<file path="config.mk">
export PLATFORM = sky130hd
export DESIGN_NAME = cv32e40p_tmr_voter_mon
export DESIGN_NICKNAME = d
export VERILOG_FILES = /design/src/rtl/cv32e40p_voter_pkg.sv /design/src/rtl/cv32e40p_voter_maj.sv /design/src/rtl/cv32e40p_tmr_voter_mon.sv
export SDC_FILE = /design/constraint.sdc
export NUM_CORES = 1
export LEC_CHECK = 0
export BUFFER_PORTS_ARGS = -buffer_cell sky130_fd_sc_hd__buf_2
export CORE_MARGIN = 8
export CORE_UTILIZATION = 57
export DETAILED_ROUTE_END_ITERATION = 16
export PLACE_DENSITY = 0.91
export SYNTH_ARGS = -nofsm -noshare
export SYNTH_HDL_FRONTEND = slang
export SYNTH_SLANG_ARGS = --single-unit
</file>
<file path="constraint.sdc">
create_clock -name clk_i -period 7.3 [get_ports clk_i]
set_input_delay 0.365 -clock clk_i [delete_from_list [all_inputs] [get_ports clk_i]]
set_output_delay 0.365 -clock clk_i [all_outputs]
set_load 0.02 [all_outputs]
</file>
<file path="src/rtl/cv32e40p_voter_pkg.sv">
// Shared types and constants for the word-wide TMR voter with fault monitoring.
package cv32e40p_voter_pkg;

  typedef enum logic [1:0] {
    VOTER_TMR  = 2'd0,
    VOTER_DMR  = 2'd1,
    VOTER_FAIL = 2'd2
  } voter_mode_e;

  localparam int unsigned NUM_REP = 3;
  localparam int unsigned REP1    = 0;
  localparam int unsigned REP2    = 1;
  localparam int unsigned REP3    = 2;

  function automatic logic two_or_more(input logic [2:0] v);
    return (v[0] & v[1]) | (v[0] & v[2]) | (v[1] & v[2]);
  endfunction

endpackage

</file>
<file path="src/rtl/cv32e40p_voter_maj.sv">
// Bitwise 2-of-3 majority of three replica words plus per-replica mismatch flags.
module cv32e40p_voter_maj #(
  parameter int unsigned WIDTH = 32
) (
  input  logic [WIDTH-1:0] res1_i,
  input  logic [WIDTH-1:0] res2_i,
  input  logic [WIDTH-1:0] res3_i,
  output logic [WIDTH-1:0] maj_o,
  output logic [2:0]       mismatch_o
);

  assign maj_o = (res1_i & res2_i) | (res1_i & res3_i) | (res2_i & res3_i);

  assign mismatch_o = {res3_i != maj_o, res2_i != maj_o, res1_i != maj_o};

endmodule

</file>
<file path="src/rtl/cv32e40p_tmr_voter_mon.sv">
// TMR voter with replica fault monitoring, degrading TMR -> DMR -> FAIL.
// Optional diagnostic syndrome capture is built when CV32E40P_VOTER_DIAG_EN is defined.
module cv32e40p_tmr_voter_mon
  import cv32e40p_voter_pkg::*;
#(
  parameter int unsigned WIDTH        = 32,
  parameter int unsigned FAULT_THRESH = 4,
  parameter int unsigned CNT_W        = 8
) (
  input  logic             clk_i,
  input  logic             rst_i,
  input  logic             clear_i,
  input  logic             valid_i,
  input  logic [WIDTH-1:0] res1_i,
  input  logic [WIDTH-1:0] res2_i,
  input  logic [WIDTH-1:0] res3_i,
  output logic             valid_o,
  output logic [WIDTH-1:0] result_o,
  output logic [2:0]       faulty_o,
  output logic [2:0]       failed_o,
  output logic [1:0]       mode_o,
  output logic             uncorr_o,
  output logic [CNT_W-1:0] err_cnt_o
`ifdef CV32E40P_VOTER_DIAG_EN
  ,
  output logic [WIDTH-1:0] diag_syndrome_o,
  output logic [1:0]       diag_replica_o
`endif
);

  localparam int unsigned CONSEC_W = $clog2(FAULT_THRESH + 1);
  localparam logic [CONSEC_W-1:0] THRESH_C = CONSEC_W'(FAULT_THRESH);

  logic [WIDTH-1:0] res [NUM_REP];
  assign res[REP1] = res1_i;
  assign res[REP2] = res2_i;
  assign res[REP3] = res3_i;

  logic [WIDTH-1:0] maj;
  logic [2:0]       maj_mis;

  cv32e40p_voter_maj #(
    .WIDTH (WIDTH)
  ) u_maj (
    .res1_i     (res1_i),
    .res2_i     (res2_i),
    .res3_i     (res3_i),
    .maj_o      (maj),
    .mismatch_o (maj_mis)
  );

  voter_mode_e          mode_q, mode_d;
  logic [2:0]           failed_q, failed_d;
  logic [CONSEC_W-1:0]  consec_q [NUM_REP];
  logic [CONSEC_W-1:0]  consec_d [NUM_REP];
  logic [CONSEC_W-1:0]  dmr_consec_q, dmr_consec_d;
  logic [CNT_W-1:0]     err_cnt_q, err_cnt_d;
  logic                 valid_q;
  logic [WIDTH-1:0]     result_q;
  logic [2:0]           faulty_q;
  logic                 uncorr_q;

  // Lowest (rep_a) and second-lowest (rep_b) surviving replicas.
  logic [1:0] rep_a, rep_b;
  logic       found_a, found_b;

  always_comb begin
    rep_a   = 2'(REP1);
    rep_b   = 2'(REP2);
    found_a = 1'b0;
    found_b = 1'b0;
    for (int k = 0; k < NUM_REP; k++) begin
      if (!failed_q[k]) begin
        if (!found_a) begin
          rep_a   = 2'(k);
          found_a = 1'b1;
        end else if (!found_b) begin
          rep_b   = 2'(k);
          found_b = 1'b1;
        end
      end
    end
  end

  // A clearing cycle is always voted as full TMR.
  voter_mode_e      mode_eff;
  logic [WIDTH-1:0] result_c;
  logic [2:0]       faulty_c;
  logic             uncorr_c;

  always_comb begin
    mode_eff = clear_i ? VOTER_TMR : mode_q;
    result_c = maj;
    faulty_c = maj_mis;
    uncorr_c = two_or_more(maj_mis);
    unique case (mode_eff)
      VOTER_TMR: ;
      VOTER_DMR: begin
        result_c = res[rep_a];
        faulty_c = 3'b000;
        uncorr_c = 1'b0;
        if (res[rep_a] != res[rep_b]) begin
          uncorr_c        = 1'b1;
          faulty_c[rep_a] = 1'b1;
          faulty_c[rep_b] = 1'b1;
        end
      end
      default: begin
        result_c = res[rep_a];
        faulty_c = 3'b000;
        uncorr_c = 1'b1;
      end
    endcase
  end

  logic [2:0] hit;

  always_comb begin
    mode_d       = mode_q;
    failed_d     = failed_q;
    consec_d     = consec_q;
    dmr_consec_d = dmr_consec_q;
    err_cnt_d    = err_cnt_q;
    hit          = 3'b000;
    if (clear_i) begin
      mode_d       = VOTER_TMR;
      failed_d     = 3'b000;
      dmr_consec_d = '0;
      err_cnt_d    = '0;
      for (int k = 0; k < NUM_REP; k++) consec_d[k] = '0;
    end else if (valid_i) begin
      if ((|faulty_c || uncorr_c) && (err_cnt_q != {CNT_W{1'b1}})) begin
        err_cnt_d = err_cnt_q + CNT_W'(1);
      end
      unique case (mode_q)
        VOTER_TMR: begin
          for (int k = 0; k < NUM_REP; k++) begin
            if (!faulty_c[k]) begin
              consec_d[k] = '0;
            end else if (consec_q[k] != THRESH_C) begin
              consec_d[k] = consec_q[k] + CONSEC_W'(1);
            end
            hit[k] = faulty_c[k] && (consec_d[k] == THRESH_C);
          end
          failed_d = failed_q | hit;
          if (two_or_more(hit)) begin
            mode_d = VOTER_FAIL;
          end else if (|hit) begin
            mode_d = VOTER_DMR;
          end
        end
        VOTER_DMR: begin
          if (!uncorr_c) begin
            dmr_consec_d = '0;
          end else if (dmr_consec_q != THRESH_C) begin
            dmr_consec_d = dmr_consec_q + CONSEC_W'(1);
          end
          if (uncorr_c && (dmr_consec_d == THRESH_C)) mode_d = VOTER_FAIL;
        end
        default: ;
      endcase
    end
  end

  always_ff @(posedge clk_i) begin
    if (rst_i) begin
      mode_q       <= VOTER_TMR;
      failed_q     <= 3'b000;
      dmr_consec_q <= '0;
      err_cnt_q    <= '0;
      valid_q      <= 1'b0;
      result_q     <= '0;
      faulty_q     <= 3'b000;
      uncorr_q     <= 1'b0;
      for (int k = 0; k < NUM_REP; k++) consec_q[k] <= '0;
    end else begin
      mode_q       <= mode_d;
      failed_q     <= failed_d;
      dmr_consec_q <= dmr_consec_d;
      err_cnt_q    <= err_cnt_d;
      valid_q      <= valid_i;
      faulty_q     <= valid_i ? faulty_c : 3'b000;
      uncorr_q     <= valid_i & uncorr_c;
      if (valid_i) result_q <= result_c;
      for (int k = 0; k < NUM_REP; k++) consec_q[k] <= consec_d[k];
    end
  end

  assign valid_o   = valid_q;
  assign result_o  = result_q;
  assign faulty_o  = faulty_q;
  assign failed_o  = failed_q;
  assign mode_o    = mode_q;
  assign uncorr_o  = uncorr_q;
  assign err_cnt_o = err_cnt_q;

`ifdef CV32E40P_VOTER_DIAG_EN
  logic [WIDTH-1:0] diag_syn_q, diag_syn_d;
  logic [1:0]       diag_rep_q, diag_rep_d;

  // First mismatch since reset/clear is frozen; lowest replica index wins.
  always_comb begin
    diag_syn_d = diag_syn_q;
    diag_rep_d = diag_rep_q;
    if (clear_i) begin
      diag_syn_d = '0;
      diag_rep_d = 2'd0;
    end else if (valid_i && (diag_rep_q == 2'd0) && |faulty_c) begin
      for (int k = NUM_REP - 1; k >= 0; k--) begin
        if (faulty_c[k]) begin
          diag_syn_d = res[k] ^ result_c;
          diag_rep_d = 2'(k + 1);
        end
      end
    end
  end

  always_ff @(posedge clk_i) begin
    if (rst_i) begin
      diag_syn_q <= '0;
      diag_rep_q <= 2'd0;
    end else begin
      diag_syn_q <= diag_syn_d;
      diag_rep_q <= diag_rep_d;
    end
  end

  assign diag_syndrome_o = diag_syn_q;
  assign diag_replica_o  = diag_rep_q;
`else
  // Diagnostic capture not built in this configuration.
`endif

endmodule

</file>
**Yosys cells after proc, flatten, opt, wreduce, memory -nomap -nowiden**

Index checks and enable logic that the tools add are counted.

- Magnitude comparators: 6
- Eq/ne operators: 17
- $add $sub $neg: 5
- Mux-type cells: 50
- Reduce and logical (&&, ||, !) cells: 19
- Bitwise gates (word level): 21

Operator list:

| cell | count |
|---|---|
| $mux 32 | 5 |
| $bmux 32 s2 | 2 |
| $ne 32x32->1 | 4 |
| $and 32x32->32 | 3 |
| $or 32x32->32 | 2 |
| $mux 3 | 21 |
| $mux 2 | 9 |
| $ne 3x3->1 const B | 5 |
| $add 3x1->3 const B | 4 |
| $eq 3x3->1 const B | 4 |
| $add 8x1->8 const B | 1 |
| $mux 1 | 8 |
| $ne 8x8->1 const B | 1 |
| $and 1x1->1 | 7 |
| $logic_and 1x1->1 | 7 |
| $ge 3x3->1 const B | 2 |
| $lt 2x3->1 const B | 2 |
| $not 2->3 | 2 |
| $or 3x3->3 | 2 |
| $pmux 3 s2 | 1 |
| $reduce_and 2->1 | 3 |
| $reduce_or 3->1 | 2 |
| $demux 1 s2 | 2 |
| $eq 2x1->1 const B | 2 |
| other kinds (11) | 17 |

- Flip-flop bits (word level): 62

**Logic depth before layout (Yosys ltp)**

Gate-level depths: netlist of run 1.

- Word-level depth: 23
- Mapped depth: 16

**Cells and area by module**

From an unflattened synthesis of run 1, not the netlist that was laid out.

- Cell total of the unflattened synthesis: 1203
- Area, all modules: 8403.1 um2

Modules (own cells, without submodules):

| module | seq. area each (um2) | cells each | instances | area an instance (um2) |
|---|---|---|---|---|
| cv32e40p_tmr_voter_mon | 1241.2 | 884 | 1 | 6327.3 |
| cv32e40p_voter_maj | 0.0 | 319 | 1 | 2075.7 |

**Worst setup path before layout of run 1**

Ideal clock, no wire load.

- Kind: reg2reg
- From: register failed_q[1] (netlist: failed_o[1])
- To: register err_cnt_q[0] (netlist: err_cnt_o[0])
- Setup time: 0.122 ns
- Buffers on the path: 4
- Data arrival time: 3.346 ns
- Slack: 3.832 ns
- Cell stages (with the launch flop): 17
- Path through: dfxtp_1 -> inv_1 -> ha_1 -> buf_6 -> or2_1 -> buf_2 -> buf_6 -> o22ai_1 -> o21ai_0 -> o2bb2ai_1 -> a2111oi_0 -> or3b_2 -> o21ai_2 -> and4b_1 -> buf_6 -> a21boi_2 -> mux2i_1

- Cells in the longest elaborated chain, start to end: 15
- Elaborated cells between the ends (all ways): 36
- Classes of those cells: order compare (4); eq/ne (1); mux (22); bitwise (3); reduce/logical (6)

RTL lines:

| item | RTL line | text |
|---|---|---|
| start: declaration | cv32e40p_tmr_voter_mon.sv:53 | `logic [2:0] failed_q, failed_d;` |
| start signal: assignment | cv32e40p_tmr_voter_mon.sv:178 | `failed_q <= failed_d;` |
| $mux 1 | cv32e40p_tmr_voter_mon.sv:73 | `if (!failed_q[k]) begin` |
| $mux 2 | cv32e40p_tmr_voter_mon.sv:77 | `end else if (!found_b) begin` |
| $mux 2 | cv32e40p_tmr_voter_mon.sv:74 | `if (!found_a) begin` |
| $mux 2 | cv32e40p_tmr_voter_mon.sv:73 |  |
| $not 2->3 (implied by the code) (tied with other cells) | cv32e40p_tmr_voter_mon.sv:102 | `if (res[rep_a] != res[rep_b]) begin` |
| $bmux 32 s2 or $logic_and 1x1->1 (tied branches) | cv32e40p_tmr_voter_mon.sv:102, cv32e40p_tmr_voter_mon.sv:105 |  |
| $mux 32 (implied by the code) or $mux 1 (tied branches) | cv32e40p_tmr_voter_mon.sv:102, cv32e40p_tmr_voter_mon.sv:105 |  |
| $mux 32 (implied by the code) or $demux 1 s2 (tied branches) | cv32e40p_tmr_voter_mon.sv:102, cv32e40p_tmr_voter_mon.sv:105 |  |
| $ne 32x32->1 or $or 3x3->3 (tied branches) | -- |  |
| $mux 3 | cv32e40p_tmr_voter_mon.sv:102 |  |
| $pmux 3 s2 | cv32e40p_tmr_voter_mon.sv:96 | `unique case (mode_eff)` |
| $reduce_or 3->1 | cv32e40p_tmr_voter_mon.sv:132 | `if ((\|faulty_c \|\| uncorr_c) && (err_cnt_q != {CNT_W{1'b1}})) begin` |
| $logic_or 1x1->1 * | cv32e40p_tmr_voter_mon.sv:132 |  |
| $logic_and 1x1->1 * | cv32e40p_tmr_voter_mon.sv:132 |  |
| $reduce_and 2->1 (no line) * | -- |  |
| end signal: assignment | cv32e40p_tmr_voter_mon.sv:180 | `err_cnt_q <= err_cnt_d;` |
| end: declaration | cv32e40p_tmr_voter_mon.sv:57 | `logic [CNT_W-1:0] err_cnt_q, err_cnt_d;` |

Mark *: on every way between the ends. The rest lies on a longest branch, timed or not. The select of a mux whose other input is x is not followed.
A chain may end at the register's enable or synchronous reset.

**Worst setup path after layout of run 1**

- From: register failed_q[1] (netlist: failed_o[1])
- To: register err_cnt_q[1] (netlist: err_cnt_o[1])

Same word-level chain as after synthesis.

==> results of run 1 <==
[cells in the mapped netlist (11+ instances only)]
| library cell | n | share of area [%] |
|---|---|---|
| sky130_fd_sc_hd__a2111oi_0 | 16 | 1.6 |
| sky130_fd_sc_hd__a211oi_1 | 20 | 1.7 |
| sky130_fd_sc_hd__a21oi_1 | 122 | 6.8 |
| sky130_fd_sc_hd__a221oi_1 | 13 | 1.3 |
| sky130_fd_sc_hd__a311oi_1 | 21 | 2.1 |
| sky130_fd_sc_hd__a31oi_1 | 20 | 1.4 |
| sky130_fd_sc_hd__and3b_1 | 11 | 1.1 |
| sky130_fd_sc_hd__buf_2 | 29 | 1.6 |
| sky130_fd_sc_hd__clkbuf_1 | 108 | 4.5 |
| sky130_fd_sc_hd__dfxtp_1 | 62 | 14 |
| sky130_fd_sc_hd__ha_1 | 12 | 1.7 |
| sky130_fd_sc_hd__inv_1 | 41 | 1.7 |
| sky130_fd_sc_hd__mux2_2 | 11 | 1.4 |
| sky130_fd_sc_hd__mux2i_1 | 47 | 5.3 |
| sky130_fd_sc_hd__nand2_1 | 103 | 4.3 |
| sky130_fd_sc_hd__nand2b_1 | 28 | 2.0 |
| sky130_fd_sc_hd__nand3b_1 | 43 | 3.6 |
| sky130_fd_sc_hd__nand4_1 | 22 | 1.5 |
| sky130_fd_sc_hd__nor2_1 | 117 | 4.9 |
| sky130_fd_sc_hd__nor2b_1 | 24 | 1.7 |
| sky130_fd_sc_hd__nor3_1 | 31 | 1.7 |
| sky130_fd_sc_hd__nor3b_1 | 22 | 1.8 |
| sky130_fd_sc_hd__nor4_1 | 19 | 1.3 |
| sky130_fd_sc_hd__o211ai_1 | 16 | 1.3 |
| sky130_fd_sc_hd__o21a_1 | 15 | 1.3 |
| sky130_fd_sc_hd__o21ai_0 | 54 | 3.0 |
| sky130_fd_sc_hd__o22ai_1 | 21 | 1.5 |
| sky130_fd_sc_hd__or3b_2 | 26 | 2.5 |
| sky130_fd_sc_hd__xnor2_1 | 11 | 1.1 |
| sky130_fd_sc_hd__xor2_1 | 16 | 1.6 |
[how the worst max path moves through the flow]
stage,start,endpoint,depth (start not counted)
2_1_floorplan,failed_o[1],err_cnt_o[0],16
3_3_place_gp,failed_o[1],err_cnt_o[0],13
3_5_place_dp,failed_o[1],err_cnt_o[1],13
4_1_cts,failed_o[1],err_cnt_o[1],13
5_1_grt,failed_o[1],err_cnt_o[1],13
6_report,failed_o[1],err_cnt_o[1],13
[flip-flops by register name, indices dropped and copies added, names as in the netlist]
register	cells
dmr_consec_q	3
consec_q	9
err_cnt_o	8
faulty_o	3
uncorr_o	1
valid_o	1
mode_o	2
result_o	32
failed_o	3
[kinds of logic after synthesis]
family	Yosys count
and+or+nand+nor	510
AOI/OAI and AO/OA	431
buffers and inverters	203
DFF	62
muxes	58
xor gates and xnor gates	27
adders and majority gates	14
[cells in the final DEF, fill, tap and decap left out, types with 10 or more instances in the layout]
cell,instances
sky130_fd_sc_hd__buf_2,149
sky130_fd_sc_hd__a21oi_1,122
sky130_fd_sc_hd__nor2_1,117
sky130_fd_sc_hd__nand2_1,103
sky130_fd_sc_hd__dfxtp_1,62
sky130_fd_sc_hd__o21ai_0,54
sky130_fd_sc_hd__mux2i_1,47
sky130_fd_sc_hd__nand3b_1,43
sky130_fd_sc_hd__inv_1,41
sky130_fd_sc_hd__nor3_1,31
sky130_fd_sc_hd__nand2b_1,28
sky130_fd_sc_hd__or3b_2,26
sky130_fd_sc_hd__nor2b_1,23
sky130_fd_sc_hd__nand4_1,22
sky130_fd_sc_hd__nor3b_1,22
sky130_fd_sc_hd__o22ai_1,21
sky130_fd_sc_hd__a311oi_1,21
sky130_fd_sc_hd__a211oi_1,20
sky130_fd_sc_hd__a31oi_1,20
sky130_fd_sc_hd__nor4_1,19
sky130_fd_sc_hd__xor2_1,16
sky130_fd_sc_hd__o211ai_1,16
sky130_fd_sc_hd__a2111oi_0,16
sky130_fd_sc_hd__o21a_1,15
sky130_fd_sc_hd__a221oi_1,13
sky130_fd_sc_hd__mux2_2,11
sky130_fd_sc_hd__xnor2_1,11
sky130_fd_sc_hd__and3b_1,11
sky130_fd_sc_hd__ha_1,11
sky130_fd_sc_hd__buf_4,11
sky130_fd_sc_hd__nand3_1,10
sky130_fd_sc_hd__o2111ai_1,10
[metal layers]
layer,track usage (%),wire [um]
met5,0,18
met4,21.1,2560
met3,10.5,5400
met2,50.6,14900
met1,44.1,13000
[stage by stage]
step,hold slack [ns],setup WS (ns),util [%]
after global placement,0.452,2.72,59.9
after floorplan,0.449,3.83,-
final,0.466,2.33,62.2
after global routing,0.489,2.08,62.2
after CTS,0.471,2.50,62.2
after detailed placement,0.461,2.53,59.9
[critical path, delay by kind of cell (launching register included)]
kind,cells,cell delay [ns]
AOI/OAI and AO/OA,5,1.34
adders and majority gates,1,0.27
buffers and inverters,2,0.57
DFF,1,0.36
muxes,1,0.14
and+or+nand+nor,4,2.17
[final cells by class]
class / count / area (um^2) / area share, %
Clock buffer: 9 / 225 / 2.32
Clock inverter: 7 / 128 / 1.32
Inverter: 44 / 165 / 1.70
Multi-Input combinational cell: 1040 / 6840 / 70.5
Sequential cell: 62 / 1240 / 12.8
Tap cell: 216 / 270 / 2.79
Timing Repair Buffer: 160 / 828 / 8.54
[power by group]
group / internal (mW) / switching, mW / leakage (nW) / total (mW)
logic: 0.143 / 0.256 / 3.16 / 0.400
clock network: 0.339 / 0.180 / 0.173 / 0.518
registers: 0.354 / 0.00834 / 0.509 / 0.363
==> impl_results.html, run 1 <==
<table>
<tr><th>Metric</th><th>Value</th></tr>
<tr><th colspan="2">STA</th></tr>
<tr><td>Final number of hold-violating endpoints</td><td>0</td></tr>
<tr><td>Skew final</td><td>a little under 0.007 ns</td></tr>
<tr><td>Setup-violating endpoint count in the final report</td><td>0</td></tr>
<tr><td>Final-report max-slew violation count</td><td>0</td></tr>
<tr><td>Final worst path period share</td><td>about two thirds</td></tr>
<tr><td>Clock period minus final worst setup slack</td><td>~5 ns</td></tr>
<tr><td>Headroom to the max-slew limit</td><td>~24%</td></tr>
<tr><td>Peak clock frequency supported by timing</td><td>about 200 MHz</td></tr>
<tr><td>Total negative slack for setup checks</td><td>0 ns</td></tr>
<tr><td>Worst-Margin Slew</td><td>about 1.1 ns</td></tr>
<tr><td>Setup repair after global routing missed its margin</td><td>no</td></tr>
<tr><th colspan="2">Logic synthesis</th></tr>
<tr><td>Netlist area before placement</td><td>around 8900 um^2</td></tr>
<tr><td>Number of enable flip-flop cells after synthesis</td><td>0</td></tr>
<tr><td>Post-synthesis async set-or-reset flop share</td><td>0%</td></tr>
<tr><td>Average size of a mapped cell</td><td>6.86 um^2</td></tr>
<tr><td>Portion of the post-synthesis area used by sequential elements</td><td>~14%</td></tr>
<tr><td>Multiplexer fraction of the synthesized cell area</td><td>approximately 6.6%</td></tr>
<tr><td>Post-synthesis compound-gate area fraction</td><td>between 30% and 40%</td></tr>
<tr><td>Synthesized Nets</td><td>1417</td></tr>
<tr><td>Synthesis-stage register bit count</td><td>between 60 and 70</td></tr>
<tr><td>Dominant combinational cell family by area after synthesis</td><td>compound AO/OA/AOI/OAI gates</td></tr>
<tr><td>Prevailing post-synth register cell</td><td>sky130_fd_sc_hd__dfxtp_1</td></tr>
<tr><td>Adder and majority gate portion of the synthesized area</td><td>under 10%</td></tr>
<tr><td>XOR/XNOR share of the synthesized area</td><td>2.64%</td></tr>
<tr><td>Count of distinct cell types in the synthesized netlist</td><td>92</td></tr>
<tr><td>Instance count of the mapped netlist</td><td>1305</td></tr>
<tr><td>Simple-Gate Fraction of Synth Area</td><td>around a third</td></tr>
<tr><td>Warning count from the yosys run</td><td>0</td></tr>
<tr><th colspan="2">Cells and area</th></tr>
<tr><td>Finished layout cell area</td><td>just under 10000 um^2</td></tr>
<tr><td>Net total in the final layout</td><td>between 1000 and 1500</td></tr>
<tr><td>Synth-to-layout area growth</td><td>8.45%</td></tr>
<tr><td>Post-route insts no fill</td><td>roughly 1500</td></tr>
<tr><td>Antenna diode count</td><td>0</td></tr>
<tr><td>Ratio of cells with drive above 1 in the final layout</td><td>between 10% and 20%</td></tr>
<tr><td>Count of fill cells added during filler insertion</td><td>1400</td></tr>
<tr><th colspan="2">Routing</th></tr>
<tr><td>1st-iter DRT viols</td><td>approximately 2400</td></tr>
<tr><td>First-pass detailed-route iteration total</td><td>8</td></tr>
<tr><td>Count of vias placed by the detailed router</td><td>~11000</td></tr>
<tr><td>Final WL</td><td>roughly 36000 um</td></tr>
<tr><td>Per-cell via count in the routed design</td><td>between 7 and 8</td></tr>
<tr><td>Number of nets still failing antenna checks after routing</td><td>0</td></tr>
<tr><td>Wirelength per Cell</td><td>~23 um</td></tr>
<tr><td>DRC viols</td><td>0</td></tr>
<tr><th colspan="2">Power and ir drop</th></tr>
<tr><td>Leakage power total</td><td>about 3.8 nW</td></tr>
<tr><td>Power Dens Cells</td><td>between 100 and 150 nW/um^2</td></tr>
<tr><td>Total Power Consumption</td><td>1.28 mW</td></tr>
<tr><td>Worst vdd ir</td><td>168 uV</td></tr>
<tr><th colspan="2">Placement</th></tr>
<tr><td>Final RePlAce weighted congestion</td><td>~1.1</td></tr>
<tr><td>Number of buffers inserted by port buffering</td><td>about 150</td></tr>
<tr><td>Total placed instance area</td><td>9350 um^2</td></tr>
<tr><td>Final HPWL DP</td><td>approximately 25000 um</td></tr>
<tr><td>Inst Count DP</td><td>around 1500</td></tr>
<tr><th colspan="2">Floorplanning</th></tr>
<tr><td>Die width</td><td>~140 um</td></tr>
<tr><td>Top-Level Pins</td><td>150</td></tr>
<tr><td>Die ar.</td><td>~20000 um^2</td></tr>
<tr><td>Core outline area</td><td>around 16000 um^2</td></tr>
<tr><td>Vert. Die Dim</td><td>141 um</td></tr>
<tr><td>Initial core utilization</td><td>between 50 and 60%</td></tr>
<tr><td>FP Rows</td><td>46</td></tr>
<tr><th colspan="2">Worst setup path</th></tr>
<tr><td>Maximum net fanout on the critical path</td><td>55</td></tr>
<tr><td>Critical Path, Cell by Cell</td><td>inv_1 -&gt; ha_1 -&gt; buf_4 -&gt; or2_1 -&gt; nand2_1 -&gt; o22ai_1 -&gt; o22ai_1 -&gt; a2111oi_0 -&gt; or3b_2 -&gt; o21ai_2 -&gt; and4b_1 -&gt; a21boi_2 -&gt; mux2i_1</td></tr>
<tr><td>Beginning of the worst register-to-register path</td><td>failed_o[1]</td></tr>
<tr><td>Max stage delay cell, worst path</td><td>sky130_fd_sc_hd__or2_1</td></tr>
<tr><td>Nature of the critical path startpoint</td><td>flip-flop</td></tr>
<tr><td>Required time of the critical path</td><td>7.54 ns</td></tr>
<tr><td>Worst flop-to-flop path endpoint</td><td>err_cnt_o[1]</td></tr>
<tr><td>Critical path data arrival time</td><td>~5.2 ns</td></tr>
<tr><td>Critical path start-end classification</td><td>flip-flop to flip-flop</td></tr>
<tr><td>Register-to-register path setup slack</td><td>between 2 and 2.5 ns</td></tr>
<tr><td>Most numerous cell on the critical path</td><td>sky130_fd_sc_hd__o22ai_1</td></tr>
<tr><td>Number of cells on the worst reg-to-reg path</td><td>13</td></tr>
<tr><td>Crit. End Element</td><td>flip-flop</td></tr>
<tr><td>Stage delay of the slowest cell on the critical path</td><td>around 0.81 ns</td></tr>
<tr><th colspan="2">Min path</th></tr>
<tr><td>Hold path start</td><td>result_o[8]</td></tr>
<tr><td>Classification of the worst-slack hold path</td><td>flip-flop to flip-flop</td></tr>
<tr><td>Hold Path Stages</td><td>2</td></tr>
<tr><td>Endpoint of the worst hold-timing path</td><td>result_o[8]</td></tr>
<tr><th colspan="2">Clocking</th></tr>
<tr><td>Clock insertion delay at the later pin of the skew report</td><td>between 0.3 and 0.4 ns</td></tr>
<tr><td>Clock edge transition at the registers on the reported setup and hold paths</td><td>~0.06 ns</td></tr>
<tr><td>Clock tree from TritonCTS</td><td>built</td></tr>
<tr><td>Clock root buffer master</td><td>sky130_fd_sc_hd__clkbuf_16</td></tr>
<tr><td>CTS sink count</td><td>between 60 and 70</td></tr>
<tr><td>Level count of the clock H-tree</td><td>3</td></tr>
<tr><td>Total setup buffers inserted after CTS</td><td>0</td></tr>
<tr><td>Number of hold-repair buffers added at the cts stage</td><td>0</td></tr>
<tr><td>Maximum clock insertion buffer count</td><td>2</td></tr>
<tr><td>Clock buffer count from CTS</td><td>9</td></tr>
<tr><td>Quantity of gates resized following cts</td><td>0</td></tr>
<tr><th colspan="2">GRT</th></tr>
<tr><td>First-pass GRT wire length</td><td>55800 um</td></tr>
<tr><td>Pin count of the biggest net entering global routing</td><td>56</td></tr>
<tr><td>Antenna violations before repair</td><td>1</td></tr>
<tr><td>Gr ovfl total</td><td>0</td></tr>
<tr><td>Total global routing track utilization</td><td>34.7%</td></tr>
<tr><td>Number of global-route vias before repair</td><td>a little over 10000</td></tr>
<tr><th colspan="2">Status</th></tr>
<tr><td>Result of the run</td><td>finished, final reports clean</td></tr>
<tr><th colspan="2">Job</th></tr>
<tr><td>Max-cap violations</td><td>0</td></tr>
</table>
(Power assumes the default switching activity.)
==> inputs of run 2 (changes only) <==
Settings changed: CORE_UTILIZATION 57 to 53, PLACE_DENSITY 0.91 to 0.89.
Clock period 7.3 ns to 4.2 ns, I/O delays scaled along.
==> run 2 against run 1 <==
Against the previous run:
- flip-flop and latch count unchanged
- critical path type unchanged
- clock-buffer cell count increased by 1
- critical path depth unchanged
- largest cell class unchanged
- final cell count increased by 1.3%
- via count decreased by 0.16%
- largest power group unchanged
- highest routed layer is now met4
==> impl_results.html, run 2 (synthesis results as in run 1) <==
<table>
<tr><th>Metric</th><th>Value</th></tr>
<tr><th colspan="2">Status</th></tr>
<tr><td>Result of the run</td><td>finished, final reports clean</td></tr>
<tr><th colspan="2">GRT</th></tr>
<tr><td>Gr ovfl total</td><td>0</td></tr>
<tr><td>Antenna violations before repair</td><td>1</td></tr>
<tr><td>First-pass GRT wire length</td><td>approximately 56000 um</td></tr>
<tr><td>Total global routing track utilization</td><td>around a third</td></tr>
<tr><td>Pin count of the biggest net entering global routing</td><td>54</td></tr>
<tr><td>Number of global-route vias before repair</td><td>around 10000</td></tr>
<tr><th colspan="2">Routing</th></tr>
<tr><td>Met2 routed WL</td><td>between 15000 and 20000 um</td></tr>
<tr><td>First-pass detailed-route iteration total</td><td>6</td></tr>
<tr><td>Count of vias placed by the detailed router</td><td>approximately 11000</td></tr>
<tr><td>DRC viols</td><td>0</td></tr>
<tr><td>Final WL</td><td>approximately 36000 um</td></tr>
<tr><td>Number of nets still failing antenna checks after routing</td><td>0</td></tr>
<tr><td>Wire length on met3</td><td>around 5400 um</td></tr>
<tr><td>Met1 Wirelength</td><td>roughly 14000 um</td></tr>
<tr><td>Per-cell via count in the routed design</td><td>just over 7</td></tr>
<tr><td>1st-iter DRT viols</td><td>approximately 2100</td></tr>
<tr><td>Top Metal Used</td><td>met4</td></tr>
<tr><td>Wirelength per Cell</td><td>about 23 um</td></tr>
<tr><th colspan="2">Cells and area</th></tr>
<tr><td>Net total in the final layout</td><td>~1400</td></tr>
<tr><td>Ratio of cells with drive above 1 in the final layout</td><td>between 10% and 20%</td></tr>
<tr><td>Largest register FFs</td><td>32</td></tr>
<tr><td>Commonest cells after routing, fill and taps aside</td><td>sky130_fd_sc_hd__buf_2, sky130_fd_sc_hd__a21oi_1, sky130_fd_sc_hd__nor2_1</td></tr>
<tr><td>Count of fill cells added during filler insertion</td><td>~1500</td></tr>
<tr><td>Finished layout cell area</td><td>9850 um^2</td></tr>
<tr><td>Most common library cell in the layout ignoring fill and taps</td><td>sky130_fd_sc_hd__buf_2</td></tr>
<tr><td>Total area of multi-input combinational cells</td><td>6860 um^2</td></tr>
<tr><td>Storage cell area</td><td>between 1000 and 1500 um^2</td></tr>
<tr><td>Synth-to-layout area growth</td><td>10.1%</td></tr>
<tr><th colspan="2">Floorplanning</th></tr>
<tr><td>Die ar.</td><td>roughly 21000 um^2</td></tr>
<tr><td>Top-Level Pins</td><td>150</td></tr>
<tr><td>FP Rows</td><td>between 40 and 50</td></tr>
<tr><td>Initial core utilization</td><td>a little over half</td></tr>
<tr><td>Vert. Die Dim</td><td>about 150 um</td></tr>
<tr><td>Die width</td><td>around 150 um</td></tr>
<tr><td>Core outline area</td><td>16500 um^2</td></tr>
<tr><th colspan="2">Power and ir drop</th></tr>
<tr><td>Proportion of power drawn by combinational gates</td><td>around 33%</td></tr>
<tr><td>Power Dens Cells</td><td>215 nW/um^2</td></tr>
<tr><td>Leakage power total</td><td>just under 4 nW</td></tr>
<tr><td>Switching Power</td><td>0.768 mW</td></tr>
<tr><td>Worst vdd ir</td><td>~290 uV</td></tr>
<tr><td>Part of the total power dissipated in the clock network</td><td>roughly 37%</td></tr>
<tr><td>Fraction of power spent switching nets</td><td>a little over a third</td></tr>
<tr><td>Internal power summed over all cells</td><td>around 1.3 mW</td></tr>
<tr><td>Part of the total power dissipated in sequential elements</td><td>between 20% and 30%</td></tr>
<tr><th colspan="2">STA</th></tr>
<tr><td>Peak clock frequency supported by timing</td><td>252 MHz</td></tr>
<tr><td>Headroom to the max-slew limit</td><td>between 20% and 30%</td></tr>
<tr><td>Clock period minus final worst setup slack</td><td>slightly below 4 ns</td></tr>
<tr><td>Final number of hold-violating endpoints</td><td>0</td></tr>
<tr><td>Skew final</td><td>0.00757 ns</td></tr>
<tr><td>Setup repair after global routing missed its margin</td><td>no</td></tr>
<tr><td>Worst-Margin Slew</td><td>~1.1 ns</td></tr>
<tr><td>Total negative slack for setup checks</td><td>0 ns</td></tr>
<tr><td>Setup-violating endpoint count in the final report</td><td>0</td></tr>
<tr><td>Final-report max-slew violation count</td><td>0</td></tr>
<tr><td>Final worst path period share</td><td>between 90% and 100%</td></tr>
<tr><th colspan="2">Worst setup path</th></tr>
<tr><td>Crit. End Element</td><td>flip-flop</td></tr>
<tr><td>Critical path data arrival time</td><td>roughly 4.2 ns</td></tr>
<tr><td>Maximum net fanout on the critical path</td><td>53</td></tr>
<tr><td>Required time of the critical path</td><td>between 4 and 5 ns</td></tr>
<tr><td>Nature of the critical path startpoint</td><td>flip-flop</td></tr>
<tr><td>Register-to-register path setup slack</td><td>0.24 ns</td></tr>
<tr><td>Critical path start-end classification</td><td>flip-flop to flip-flop</td></tr>
<tr><th colspan="2">Clocking</th></tr>
<tr><td>Clock buffer count from CTS</td><td>9</td></tr>
<tr><td>Clock tree from TritonCTS</td><td>built</td></tr>
<tr><td>Clock root buffer master</td><td>sky130_fd_sc_hd__clkbuf_16</td></tr>
<tr><td>Total setup buffers inserted after CTS</td><td>0</td></tr>
<tr><td>Clock edge transition at the registers on the reported setup and hold paths</td><td>about 0.06 ns</td></tr>
<tr><td>Clock insertion delay at the later pin of the skew report</td><td>0.35 ns</td></tr>
<tr><td>Quantity of gates resized following cts</td><td>0</td></tr>
<tr><td>Level count of the clock H-tree</td><td>3</td></tr>
<tr><td>Number of hold-repair buffers added at the cts stage</td><td>0</td></tr>
<tr><td>CTS sink count</td><td>62</td></tr>
<tr><td>Maximum clock insertion buffer count</td><td>2</td></tr>
<tr><th colspan="2">Placement</th></tr>
<tr><td>Total placed instance area</td><td>around 9500 um^2</td></tr>
<tr><td>Final RePlAce weighted congestion</td><td>~1.1</td></tr>
<tr><td>Final HPWL DP</td><td>26200 um</td></tr>
<tr><td>Number of buffers inserted by port buffering</td><td>149</td></tr>
<tr><th colspan="2">Job</th></tr>
<tr><td>Max-cap violations</td><td>0</td></tr>
<tr><th colspan="2">Min path</th></tr>
<tr><td>Classification of the worst-slack hold path</td><td>input pin to flip-flop</td></tr>
</table>
## run 2: per-layer routing
metal / GRT usage, % / vias to the layer above
li1: - / 4936
met1: 42.7 / 5173
met2: 46.5 / 991
met3: 8.74 / 184
met4: 16.9 / 0
met5: 0 / -
## run 2: power by group through the flow
stage / registers [mW] / clock network, mW / logic, mW
floorplan: 0.673 / 0 / 0.420
global placement: 0.642 / 0 / 0.655
detailed placement: 0.643 / 0 / 0.662
CTS: 0.630 / 0.792 / 0.667
global route: 0.633 / 0.818 / 0.735
finish: 0.631 / 0.785 / 0.698
## run 2: layout make-up
type	instances	share of cell area [%]
repair buffers	175	10.2
inverters	44	1.68
multi-input cells	1040	69.6
clock buffers	10	2.43
flip-flops and latches	62	12.6
clock inverters	6	0.699
diodes	1	0.0254
well taps	220	2.79
## run 2: final timing paths
check                                 start           end  cells past startpoint
worst min-delay path                clear_i  err_cnt_o[6]                      3
worst max-delay path            failed_o[1]  err_cnt_o[0]                     13
worst min register to register  result_o[8]   result_o[8]                      2
worst max register to register  failed_o[1]  err_cnt_o[0]                     13
## run 2: critical path: stages, from the launching register on
cell and delay (ns):
sky130_fd_sc_hd__dfxtp_1 0.35, sky130_fd_sc_hd__inv_1 0.10, sky130_fd_sc_hd__ha_1 0.35, sky130_fd_sc_hd__buf_12 0.21, sky130_fd_sc_hd__nor3_1 0.20, sky130_fd_sc_hd__nor4_1 0.07
sky130_fd_sc_hd__nor4_1 0.48, sky130_fd_sc_hd__o2bb2ai_1 0.17, sky130_fd_sc_hd__a2111oi_0 0.44, sky130_fd_sc_hd__or3b_2 0.52, sky130_fd_sc_hd__o21ai_2 0.25, sky130_fd_sc_hd__and4b_2 0.43
sky130_fd_sc_hd__a21boi_2 0.12, sky130_fd_sc_hd__mux2i_1 0.13
## run 2: through the flow
stage               cells  total power, mW  util (%)  setup WS (ns)  hold slack, ns
global route         1558             2.19      59.6         0.0116           0.371
global placement     1541             1.30      57.7          0.300           0.454
finish               1558             2.11      59.6          0.236           0.368
detailed placement   1541             1.30      57.7          0.216           0.457
floorplan            1305             1.09         -          0.732           0.389
CTS                  1557             2.09      59.5          0.225           0.335
